--- src/rtl/alu_arbiter.sv ---
`default_nettype none
// ============================================================================
// alu_arbiter : two-requester valid/ready arbiter sharing one ALU datapath
// Revision    : 1.0
// ============================================================================
module alu_arbiter #(
  parameter int XLEN  = 32,
  parameter bit RR_EN = 1'b1
) (
  input  logic            i_clk,
  input  logic            i_rst,
  input  logic            i_req0_valid,
  output logic            o_req0_ready,
  input  logic [1:0]      i_req0_aluop,
  input  logic [3:0]      i_req0_funct,
  input  logic [XLEN-1:0] i_req0_a,
  input  logic [XLEN-1:0] i_req0_b,
  input  logic            i_req1_valid,
  output logic            o_req1_ready,
  input  logic [1:0]      i_req1_aluop,
  input  logic [3:0]      i_req1_funct,
  input  logic [XLEN-1:0] i_req1_a,
  input  logic [XLEN-1:0] i_req1_b,
  output logic            o_rsp0_valid,
  input  logic            i_rsp0_ready,
  output logic            o_rsp1_valid,
  input  logic            i_rsp1_ready,
  output logic [XLEN-1:0] o_rsp_result,
  output logic [1:0]      o_alu_aluop,
  output logic [3:0]      o_alu_funct,
  output logic [XLEN-1:0] o_alu_a,
  output logic [XLEN-1:0] o_alu_b,
  input  logic [XLEN-1:0] i_alu_result
);

  typedef enum logic [0:0] {
    IDLE = 1'b0,
    RESP = 1'b1
  } state_t;

  state_t          r_state;
  state_t          w_state_nxt;
  logic            r_owner;
  logic            r_last_grant;
  logic [XLEN-1:0] r_rsp_result;

  logic            w_rsp_hs;
  logic            w_slot_free;
  logic            w_grant;
  logic            w_accept0;
  logic            w_accept1;
  logic            w_accept;

  assign w_rsp_hs    = (r_state == RESP) & (r_owner ? i_rsp1_ready : i_rsp0_ready);
  assign w_slot_free = ((r_state == IDLE) | w_rsp_hs) & ~i_rst;

  // Round-robin only matters when both request; a lone requester always wins.
  always_comb begin
    w_grant = 1'b0;
    if (RR_EN) begin
      if (i_req0_valid & i_req1_valid) w_grant = ~r_last_grant;
      else                             w_grant = i_req1_valid;
    end else begin
      w_grant = ~i_req0_valid & i_req1_valid;
    end
  end

  assign w_accept0 = w_slot_free & ~w_grant & i_req0_valid;
  assign w_accept1 = w_slot_free &  w_grant & i_req1_valid;
  assign w_accept  = w_accept0 | w_accept1;

  assign o_req0_ready = w_accept0;
  assign o_req1_ready = w_accept1;

  always_comb begin
    o_alu_aluop = 2'b00;
    o_alu_funct = 4'b0000;
    o_alu_a     = '0;
    o_alu_b     = '0;
    if (w_accept0) begin
      o_alu_aluop = i_req0_aluop;
      o_alu_funct = i_req0_funct;
      o_alu_a     = i_req0_a;
      o_alu_b     = i_req0_b;
    end else if (w_accept1) begin
      o_alu_aluop = i_req1_aluop;
      o_alu_funct = i_req1_funct;
      o_alu_a     = i_req1_a;
      o_alu_b     = i_req1_b;
    end
  end

  always_comb begin
    w_state_nxt = r_state;
    if (w_accept)      w_state_nxt = RESP;
    else if (w_rsp_hs) w_state_nxt = IDLE;
  end

  always_ff @(posedge i_clk) begin
    if (i_rst) begin
      r_state      <= IDLE;
      r_owner      <= 1'b0;
      r_last_grant <= 1'b1;
      r_rsp_result <= '0;
    end else begin
      r_state <= w_state_nxt;
      if (w_accept) begin
        r_owner      <= w_accept1;
        r_last_grant <= w_accept1;
        r_rsp_result <= i_alu_result;
      end
    end
  end

  assign o_rsp0_valid = (r_state == RESP) & ~r_owner;
  assign o_rsp1_valid = (r_state == RESP) &  r_owner;
  assign o_rsp_result = r_rsp_result;

endmodule
`default_nettype wire

--- config.mk ---
export PLATFORM = sky130hd
export DESIGN_NAME = alu_arbiter
export DESIGN_NICKNAME = d
export VERILOG_FILES = /design/src/rtl/alu_arbiter.sv
export SDC_FILE = /design/constraint.sdc
export NUM_CORES = 1
export LEC_CHECK = 0
export ABC_AREA = 1
export CORE_AREA = 2 2 110 112
export DETAILED_ROUTE_END_ITERATION = 7
export DIE_AREA = 0 0 112 114
export GPL_ROUTABILITY_DRIVEN = 0
export PLACE_DENSITY_LB_ADDON = 0.08
export SYNTH_ARGS = -nofsm -noshare
export SYNTH_HDL_FRONTEND = slang
export SYNTH_SLANG_ARGS = --single-unit
--- constraint.sdc ---
create_clock -name i_clk -period 3.35 [get_ports i_clk]
set_input_delay 0.8375 -clock i_clk [delete_from_list [all_inputs] [get_ports i_clk]]
set_output_delay 0.8375 -clock i_clk [all_outputs]
set_load 0.02 [all_outputs]
# After elaboration in Yosys (flattened, before gate mapping)
# Cells that the tools add are included.
dict set report totals {
  ff_bits 35
  input_bits 178
  output_inout_bits 106
  elab_cells 33
}
dict set report classes {
  n_mux 12
  bitwise 16
  reduce_logical 1
}
# operator count
set ops {}
lappend ops {{2-to-1 mux 32 bit} 4}
lappend ops {{AND 1 bit} 9}
lappend ops {{2-to-1 mux 4 bit} 2}
lappend ops {{NOT 1 bit} 5}
lappend ops {{2-to-1 mux 1 bit} 4}
lappend ops {{2-to-1 mux 2 bit} 2}
lappend ops {{bitwise OR 1 bit} 2}
lappend ops {{nonzero test 2 bit} 1}

# Logic depth before layout (Yosys ltp)
# Gate-level depths: netlist (run 1).
dict set report depth {
  ltp_word 8
  ltp_mapped 9
  mapped_depth_nobuf 7
}

# Least setup slack after synthesis (run 1)
# Ideal clock, no wire load.
dict set report synth_path {
  path_kind {input-to-output}
  from {in i_req1_valid}
  to {out o_alu_aluop[0]}
  t_arrival_ns 1.758
  required_time_ns 2.513
  path_slack_ns 0.754
  path_stages 6
  n_path_buf 1
  cell_sequence {a21boi_1 -> nand3_4 -> inv_2 -> buf_2 -> nand2_1 -> nand2_1}
}
dict set report synth_between {
  elab_chain_cells 6
  elab_cells_between_ends 9
  classes_between {mux: 3; bitwise: 6}
}
# element line
set synth_lines {}
lappend synth_lines {{start: declaration} 18} ;# input logic i_req1_valid,
lappend synth_lines {{AND 1 bit} 61} ;# if (i_req0_valid & i_req1_valid) w_grant = ~r_last_grant;
lappend synth_lines {{2-to-1 mux 1 bit} 61}
lappend synth_lines {{AND 1 bit} 69} ;# assign w_accept1 = w_slot_free & w_grant & i_req1_valid;
lappend synth_lines {{AND 1 bit (*)} 69}
lappend synth_lines {{net o_req1_ready} 19} ;# output logic o_req1_ready,
lappend synth_lines {{2-to-1 mux 2 bit (*)} 85} ;# end else if (w_accept1) begin
lappend synth_lines {{2-to-1 mux 2 bit (*)} 80} ;# if (w_accept0) begin
lappend synth_lines {{end: declaration} 29} ;# output logic [1:0] o_alu_aluop,
# Mark *: on every way through the listed nets, which the timed path passes. The rest lies on a longest branch.

# Final worst setup path (run 1)
dict set report layout_path {
  from {in i_req1_valid}
  to {out o_alu_a[13]}
}
dict set report layout_between {
  elab_chain_cells 6
  elab_cells_between_ends 9
  classes_between {mux: 3; bitwise: 6}
}
# element line
set layout_lines {}
lappend layout_lines {{AND 1 bit} 61}
lappend layout_lines {{2-to-1 mux 1 bit} 61}
lappend layout_lines {{AND 1 bit or NOT 1 bit (tied branches)} {69, 68}}
lappend layout_lines {{AND 1 bit, on equally long branches} {69, 68}}
lappend layout_lines {{2-to-1 mux 32 bit or AND 1 bit (tied branches)} {85, 68}}
lappend layout_lines {{2-to-1 mux 32 bit (*)} 80}
lappend layout_lines {{end: declaration} 31} ;# output logic [XLEN-1:0] o_alu_a,
# Mark *: on every way between the ends. The rest lies on a longest branch, timed or not.

==> metrics.yaml, run 1 <==
status:
  outcome: "finished clean"
clock_network:
  clkTransAtPathRegs_ns: 0.06
  postCtsSetupBuffers: 0
  ctsHoldBuffers: 0
  h-tree-depth: 2
  clock_sinks: 35
  clock_path_buffers: 2
  cts_tree: "yes"
  cts_root_buf: "clkbuf_16"
  clk-insertion-delay-late_ns: 0.28
  numCtsBuffers: 5
final_layout:
  layout_common_cells: "nand2_1, clkdlybuf4s50_1, inv_1"
  final_layout_size_suffix_gt1_frac: 0.1160
  final_util: 0.4826
  final_common_cell: "nand2_1"
  finalNonFillerCells: 871
  area_growth_pct: 107.8
  fill_cells: 1196
  finalNetCount: 901
  antenna_cells: 0
floorplanning:
  die_y_um: 114
  die_area_mm2: 0.01277
  core_mm2: 0.01171
  start_util: 0.2323
  die_w_um: 112
  pin_count: 284
  num_rows: 40
power_and_ir_drop:
  powerDensity_mw_per_mm2: 312.8
  ir_drop_uv: 261.8
  p_leak_nw: 2.775
timing:
  worst_pin_slew_ns: 0.9210
  finalCritPeriodShare: 0.9756
  clock_skew_ns: 0.006891
  tns_ns: 0
  setup_violations: 0
  finalMaxSlewViolations: 0
  max-slew-margin-rel: 0.3860
  finalHoldViolCount: 0
  layout_min_cycle_time_ns: 3.268
  max_freq_mhz: 306.0
  fin_ws_ns: 0.08164
  rsz0062_at_grt: "false"
  whs_ns: 0.5332
worst_setup_path:
  cp.arrival_ns: 2.43
  cp_max_fo: 32
  path_class: "in2out"
  cp-end-kind: "output port"
  critPathLaunchType: "input port"
  critPathRequiredTime_ns: 2.51
placed_design:
  preCtsSetupSlack_ns: -0.3432
  port_buffers: 283
  dp_hpwl_um: 10160
  dp_cells: 863
logic_synthesis:
  synthCells: 456
  synth.distinct_cells: 20
  ys_seq_elements: 35
  ys_warn_count: 0
  syn_area_mm2: 0.002720
  synth_fp_nets: 634
  yosysSeqAreaShare: 0.2576
  avgSynthCellArea_um2: 5.965
global_route:
  antenna_found_initial: 0
  track_usage: 0.1808
  grt_pass1_wl_um: 18140
  grt_max_degree: 68
  grt_remaining_overflow: 0
  grt_pass1_vias: 3495
route:
  drc: 0
  drt-initial-drc-count: 217
  drt-pass1-iter-count: 4
  final_antenna_net_count: 0
  routedWlPerCell_um: 14.21
  viasPerCell: 4.180
  routed_wl_um: 12380
  vias: 3641
job:
  drv_cap: 0
worst_hold_path:
  hold_class: "reg2reg"
[layout make-up]
class | count | area (um2) | share of cell area
inverter | 39 | 146.4 | 0.02590
clock inverter | 1 | 5.005 | 0.0008855
sequential | 35 | 700.7 | 0.1240
timing repair buffer | 291 | 2856 | 0.5054
multi-input combinational | 351 | 1627 | 0.2878
clock buffer | 7 | 132.6 | 0.02347
tap | 147 | 183.9 | 0.03254
[cell families (layout without fill, tap and decap cells)]
kind of cell,after synthesis,after routing,synth area share
buffers and inverters,70,338,0.1472
and+or+nand+nor,315,315,0.4853
DFF,35,35,0.2576
AOI/OAI and AO/OA,36,36,0.1099
[state kept, by name (all words and copies together), names as in the netlist]
signal / cells
o_rsp_result: 32
r_last_grant: 1
r_owner: 1
r_state: 1
[power by group]
group	switching, W	total, W	internal, W
logic	0.000414	0.000842	0.000428
registers	0.0000241	0.000487	0.000463
clock network	0.000164	0.000439	0.000274
[worst max-delay path, cell delays in order]
cell and delay (ns):
clkdlybuf4s50_1 0.50, a21boi_2 0.22, nand3_4 0.09, inv_2 0.11
buf_12 0.18, nand2_1 0.09, nand2_1 0.07, clkdlybuf4s15_1 0.32
[final timing paths]
path                        start                       endpoint  slack [ns]  cells after the start
min reg2reg  r_owner$_SDFFE_PP0P_           r_owner$_SDFFE_PP0P_        0.53                      2
min          r_owner$_SDFFE_PP0P_           r_owner$_SDFFE_PP0P_        0.53                      2
max reg2reg  r_owner$_SDFFE_PP0P_  o_rsp_result[12]$_SDFFE_PP0P_        1.45                      8
max                  i_req1_valid                    o_alu_a[13]        0.08                      8
[synthesized netlist by cell type]
master      n  area (um2)
nand2_2     2       12.51
clkbuf_1    1       3.750
a21oi_1     4       20.02
buf_12      3       60.06
nand3_1    23       115.1
inv_2       3       11.26
buf_2      20       100.1
inv_1      36       135.1
nand2_1   244       915.9
buf_6       2       22.52
a21boi_1    2       15.01
buf_8       4       60.06
nand3_2    10       100.1
nor2_1     33       123.9
a21oi_2    28       245.2
a31oi_2     1       12.51
nand3_4     3       52.55
dfxtp_1    35       700.7
buf_4       1       7.510
a31oi_1     1       6.260
[through the flow]
stage               power (W)  instance area [um2]
floorplan           0.0009031                 2720
global placement     0.001378                 5595
detailed placement   0.001387                 5595
CTS                  0.001797                 5669
global route         0.001871                 5652
finish               0.001768                 5652
[routing by layer]
metal | up-vias | GRT usage | part of all wire
met5 | - | 0 | 0
met4 | 0 | 0.04228 | 0.013
met3 | 11 | 0.04676 | 0.075
met2 | 142 | 0.3345 | 0.51
met1 | 1575 | 0.2095 | 0.40
li1 | 1913 | - | -
[repair_timing]
action | in CTS | in global routing
setup endpoints to repair | 63 | 30
pin swaps | 0 | 0
endpoints found under the hold margin | 0 | 0
gates resized for setup | 67 | 43
No activity file was read; power rests on OpenSTA's default activity.
==> run 2: changes to the inputs <==
--- a/config.mk
+++ b/config.mk
@@ -6,9 +6,9 @@
 export NUM_CORES = 1
 export LEC_CHECK = 0
 export ABC_AREA = 1
-export CORE_AREA = 2 2 110 112
+export CORE_AREA = 2 2 109 111
 export DETAILED_ROUTE_END_ITERATION = 7
-export DIE_AREA = 0 0 112 114
+export DIE_AREA = 0 0 111 113
 export GPL_ROUTABILITY_DRIVEN = 0
 export PLACE_DENSITY_LB_ADDON = 0.08
 export SYNTH_ARGS = -nofsm -noshare
==> constraint.sdc (replaced) <==
create_clock -name i_clk -period 2.7 [get_ports i_clk]
set_input_delay 0.675 -clock i_clk [delete_from_list [all_inputs] [get_ports i_clk]]
set_output_delay 0.675 -clock i_clk [all_outputs]
set_load 0.02 [all_outputs]
==> run 2 against run 1 <==
Critical path depth is 3 higher. Setup slack better by 0.015 ns. Die area decreased by 1.8%. Critical endpoint is now o_alu_b[10]. Worst hold slack got worse by 0.0042 ns. Highest routed layer unchanged.
==> metrics.yaml, run 2 (synthesized netlist as in run 1, its figures left out) <==
status:
  outcome: "finished clean"
timing:
  layout_min_cycle_time_ns: 2.603
  clock_skew_ns: 0.004008  # -0.002882 ns
  max-slew-margin-rel: 0.3820  # -0.003982
  finalMaxSlewViolations: 0  # unchanged
  max_freq_mhz: 384.2
  finalCritPeriodShare: 0.9641
  whs_ns: 0.5289  # -0.004225 ns
  setup_violations: 0  # unchanged
  finalHoldViolCount: 0  # unchanged
  worst_pin_slew_ns: 0.9270  # +0.005973 ns
final_layout:
  layout_common_cells: "nand2_1, clkdlybuf4s50_1, inv_1"
  largest_reg_flops: 32  # unchanged
  area_growth_pct: 117.8
  final_layout_size_suffix_gt1_frac: 0.2065  # +0.09050
  antenna_cells: 0  # unchanged
  final_area_mm2: 0.005924  # +4.8%
  finalNetCount: 914  # +1.4%
  final_util: 0.5256  # +0.04300
  final_common_cell: "nand2_1"
worst_setup_path:
  worstReg2RegEnd: "o_rsp_result[14]$_SDFFE_PP0P_"
  critPathRequiredTime_ns: 2.03  # -0.48 ns
  worst-r2r-cell-count: 8  # unchanged
  cp_max_fo: 8  # -75%
  r2r-start: "r_owner$_SDFFE_PP0P_"
  critPathLaunchType: "input port"
  startpoint: "i_rsp0_ready"
  r2r_slack_ns: 0.70  # -0.75 ns
  cp-end-kind: "output port"
  path_class: "in2out"
  cp.arrival_ns: 1.93  # -0.50 ns
placed_design:
  dp_hpwl_um: 10690  # +5.2%
  placed_area_mm2: 0.005633  # +0.67%
  port_buffers: 283  # unchanged
floorplanning:
  die_y_um: 113  # -0.88%
  die_w_um: 111  # -0.89%
  die_area_mm2: 0.01254  # -1.8%
  num_rows: 39  # -2.5%
  pin_count: 284  # unchanged
  core_mm2: 0.01127  # -3.7%
  start_util: 0.2413  # +0.009049
power_and_ir_drop:
  power_w: 0.002384  # +35%
  powerDensity_mw_per_mm2: 402.4  # +29%
  p_leak_nw: 2.865  # +3.3%
  ir_drop_uv: 288.6  # +10%
global_route:
  grt_util_met3: 0.05624  # +0.009481
  met1_usage: 0.2349  # +0.02540
  track_usage: 0.2069  # +0.02612
  grt_remaining_overflow: 0  # unchanged
  grt_pass1_wl_um: 20320  # +12%
  gr-usage-met2: 0.3845  # +0.04991
  grt_max_degree: 68  # unchanged
  grt_busiest_layer: "met2"
  grt_pass1_vias: 3708  # +6.1%
  antenna_found_initial: 0  # unchanged
clock_network:
  cts_root_buf: "clkbuf_16"
  clock_path_buffers: 2  # unchanged
  clock_sinks: 35  # unchanged
  h-tree-depth: 2  # unchanged
  clkTransAtPathRegs_ns: 0.05  # about the same
  clk-insertion-delay-late_ns: 0.28  # about the same
  cts_tree: "yes"
  numCtsBuffers: 5  # unchanged
worst_hold_path:
  hp-start: "r_owner$_SDFFE_PP0P_"
  hold_end: "r_owner$_SDFFE_PP0P_"
  holdPathStages: 2  # unchanged
  hold_class: "reg2reg"
route:
  drt-pass1-iter-count: 4  # unchanged
  routedWlPerCell_um: 15.34  # +7.9%
  final_antenna_net_count: 0  # unchanged
  drc: 0  # unchanged
  vias: 3739  # +2.7%
  drt-initial-drc-count: 200  # -7.8%
  routed_wl_um: 13480  # +8.9%
  viasPerCell: 4.254  # +1.8%
job:
  drv_cap: 0  # unchanged
run 2: per-stage QoR:
step | TNS [ns] | instances | setup slack, ns
floorplan | 0 | 456 | 0.4291
global placement | -34.39 | 862 | -0.6021
detailed placement | -35.89 | 862 | -0.6178
CTS | 0 | 879 | 0.06393
global route | -0.001392 | 879 | -0.001392
finish | 0 | 879 | 0.09699
run 2: report_power, final:
part	internal (W)	switching (W)	total (W)
registers	0.000574	0.0000302	0.000604
logic	0.000598	0.000546	0.00114
clock network	0.000430	0.000206	0.000636
run 2: how the worst max path moves through the flow:
stage                                 to  slack (ns)  cells past startpoint
after global placement       o_alu_b[17]       -0.60                      8
after floorplan           o_alu_aluop[0]        0.43                      6
final                        o_alu_b[10]         0.1                     11
after global routing         o_alu_b[14]      -0.001                      9
after detailed placement     o_alu_b[23]       -0.62                      8
after CTS                    o_alu_b[16]        0.06                      9
run 2: routing by layer:
layer | vias to the layer above | part of all wire
met5 | - | 0
met4 | 0 | 0.021
li1 | 1939 | -
met1 | 1623 | 0.38
met2 | 161 | 0.51
met3 | 16 | 0.091
run 2: cell type report:
type                       instances  area, um2
multi-input combinational        351       1654
fill                            1142       5348
timing repair buffer             304       3073
clock inverter                     1      30.03
clock buffer                       6      128.9
inverter                          39      158.9
tap                              143      178.9
sequential                        35      700.7
run 2: what timing repair did:
action | in CTS | in global routing
cloned | 5 | 0
hold buffers | 0 | 0
gates resized for setup | 307 | 3
setup endpoints to repair | 72 | 5
buffers inserted | 5 | 0
pin swaps | 15 | 0
run 2: worst max-delay path, stage by stage:
cell and delay, ns:
dlygate4sd2_1 0.24, nand2_2 0.07, nand3_4 0.11, nand3_4 0.14
inv_8 0.04, buf_12 0.12, buf_12 0.13, buf_12 0.12
nand2_1 0.07, nand2_2 0.07, buf_6 0.13
==> run 3: changes to the inputs <==
--- a/config.mk
+++ b/config.mk
@@ -10,6 +10,7 @@
 export DETAILED_ROUTE_END_ITERATION = 7
 export DIE_AREA = 0 0 111 113
 export GPL_ROUTABILITY_DRIVEN = 0
+export MAX_ROUTING_LAYER = met4
 export PLACE_DENSITY_LB_ADDON = 0.08
 export SYNTH_ARGS = -nofsm -noshare
 export SYNTH_HDL_FRONTEND = slang
==> run 3 against run 2 <==
Design area did not move. Worst hold slack barely moved. Clock power barely moved. Critical path type unchanged. Sequential power barely moved. Non-clock buffer count did not move. Wire length rose by 0.13%. Count of clock-buffer cells in the layout did not move. Cell count did not move. Largest cell class unchanged.
==> metrics.yaml, run 3 (synthesized netlist as in run 1, its figures left out) <==
status:
  outcome: "finished clean"
floorplanning:
  die_area_mm2: 0.01254  # unchanged
  pin_count: 284  # unchanged
  num_rows: 39  # unchanged
  start_util: 0.2413  # unchanged
  die_y_um: 113  # unchanged
  die_w_um: 111  # unchanged
  core_mm2: 0.01127  # unchanged
route:
  final_antenna_net_count: 0  # unchanged
  routed_wl_um: 13500  # +0.13%
  drc: 0  # unchanged
  drt-pass1-iter-count: 4  # unchanged
  drt-initial-drc-count: 209  # +4.5%
  routedWlPerCell_um: 15.36  # +0.13%
  viasPerCell: 4.259  # +0.13%
  vias: 3744  # +0.13%
clock_network:
  cts_root_buf: "clkbuf_16"
  clkTransAtPathRegs_ns: 0.05  # about the same
  clk-insertion-delay-late_ns: 0.28  # about the same
  h-tree-depth: 2  # unchanged
  clock_path_buffers: 2  # unchanged
  clock_sinks: 35  # unchanged
  cts_tree: "yes"
  numCtsBuffers: 5  # unchanged
worst_setup_path:
  crit_chain: "dlygate4sd2_1 > nand2_2 > nand3_4 > nand3_4 > inv_8 > buf_12 > buf_12 > buf_12 > nand2_1 > nand2_2 > buf_6"
  crit_family: "buffers and inverters"
  critPathLaunchType: "input port"
  cp-end-kind: "output port"
  cp.arrival_ns: 1.93  # about the same
  slowest_delay_ns: 0.24  # about the same
  path_class: "in2out"
  critPathRequiredTime_ns: 2.03  # about the same
  cp_common_cell: "buf_12"
  cp_max_fo: 8  # unchanged
  slowest_stage: "dlygate4sd2_1"
  critPathBufInv: 6  # unchanged
timing:
  max_freq_mhz: 384.2  # about the same
  tns_ns: 0  # unchanged
  finalCritPeriodShare: 0.9639  # about the same
  max-slew-margin-rel: 0.3823  # about the same
  layout_min_cycle_time_ns: 2.603  # -0.0003586 ns
  finalMaxSlewViolations: 0  # unchanged
  finalHoldViolCount: 0  # unchanged
  setup_violations: 0  # unchanged
  worst_pin_slew_ns: 0.9265  # -0.0004796 ns
  clock_skew_ns: 0.004256  # +0.0002476 ns
power_and_ir_drop:
  internal-power_w: 0.001602  # about the same
  pwr-share-comb: 0.480  # about the same
  power_w: 0.002385  # about the same
  p_leak_nw: 2.865  # unchanged
  powerDensity_mw_per_mm2: 402.6  # about the same
  p_switching_w: 0.0007830  # +0.13%
  p_clk_frac: 0.267  # about the same
  power_frac_seq: 0.253  # about the same
  p_sw_frac: 0.3283  # about the same
  ir_drop_uv: 288.5  # about the same
global_route:
  grt_pass1_wl_um: 20260  # -0.31%
  antenna_found_initial: 0  # unchanged
  track_usage: 0.2130  # +0.006041
  grt_max_degree: 68  # unchanged
  grt_remaining_overflow: 0  # unchanged
  grt_pass1_vias: 3737  # +0.78%
final_layout:
  area_growth_pct: 117.8  # unchanged
  final_common_cell: "nand2_1"
  finalNetCount: 914  # unchanged
  largest_reg_flops: 32  # unchanged
  finalNonFillerCells: 879  # unchanged
  final_layout_size_suffix_gt1_frac: 0.2065  # unchanged
  regArea_um2: 700.7  # unchanged
  layout_common_cells: "nand2_1, clkdlybuf4s50_1, inv_1"
  fill_cells: 1142  # unchanged
  multi_input_area_mm2: 0.001654  # unchanged
  antenna_cells: 0  # unchanged
job:
  drv_cap: 0  # unchanged
placed_design:
  dp_cells: 862  # unchanged
  port_buffers: 283  # unchanged
  dp_hpwl_um: 10690  # unchanged
worst_hold_path:
  hold_class: "reg2reg"
-- run 3: final cells by class --
type / count / area share
Clock buffer: 6 / 0.02175
Clock inverter: 1 / 0.005069
Inverter: 39 / 0.02682
Multi-Input combinational cell: 351 / 0.2792
Sequential cell: 35 / 0.1183
Tap cell: 143 / 0.03020
Timing Repair Buffer: 304 / 0.5187
-- run 3: layer usage --
layer / share of wire / track usage / wire length (um)
met5: 0 / - / 0
met4: 0.022 / 0.05500 / 299
met3: 0.078 / 0.04874 / 1054
met2: 0.51 / 0.3836 / 6859
met1: 0.39 / 0.2388 / 5286
-- run 3: path summary, 6_finish.rpt --
kind                             start                            end  slack (ns)  cells past startpoint
setup / recovery          i_rsp0_ready                    o_alu_b[10]         0.1                     11
hold / removal    r_owner$_SDFFE_PP0P_           r_owner$_SDFFE_PP0P_        0.53                      2
hold reg to reg   r_owner$_SDFFE_PP0P_           r_owner$_SDFFE_PP0P_        0.53                      2
setup reg to reg  r_owner$_SDFFE_PP0P_  o_rsp_result[14]$_SDFFE_PP0P_        0.70                      8
-- run 3: metrics by stage --
step                      setup WS [ns]  hold WS, ns  instance area, um2    util
after global routing          -0.001472       0.5560                5924  0.5256
after floorplan                  0.4291       0.4690                2720       -
after CTS                       0.06393       0.5328                5914  0.5247
after detailed placement        -0.6178       0.5127                5633  0.4997
after global placement          -0.6021       0.4792                5633  0.4997
final                           0.09735       0.5289                5924  0.5256
-- run 3: what timing repair did --
action / 4_1_cts / 5_1_grt
hold buffers: 0 / 0
resized for setup: 307 / 3
pin swaps: 15 / 0
setup endpoints to repair: 72 / 5
cloned: 5 / 0
setup buffers: 5 / 0
-- run 3: power by group through the flow --
stage | clock network (W) | registers, W | logic [W]
floorplan | 0 | 0.000677 | 0.000444
global placement | 0 | 0.000612 | 0.00111
detailed placement | 0 | 0.000615 | 0.00112
CTS | 0.000650 | 0.000605 | 0.00115
global route | 0.000674 | 0.000612 | 0.00122
finish | 0.000636 | 0.000605 | 0.00114
-- run 3: worst min-delay path, cell delays in order (launching register included) --
cell and delay [ns]:
dfxtp_1 0.34, nand3_1 0.09, nand2_1 0.05
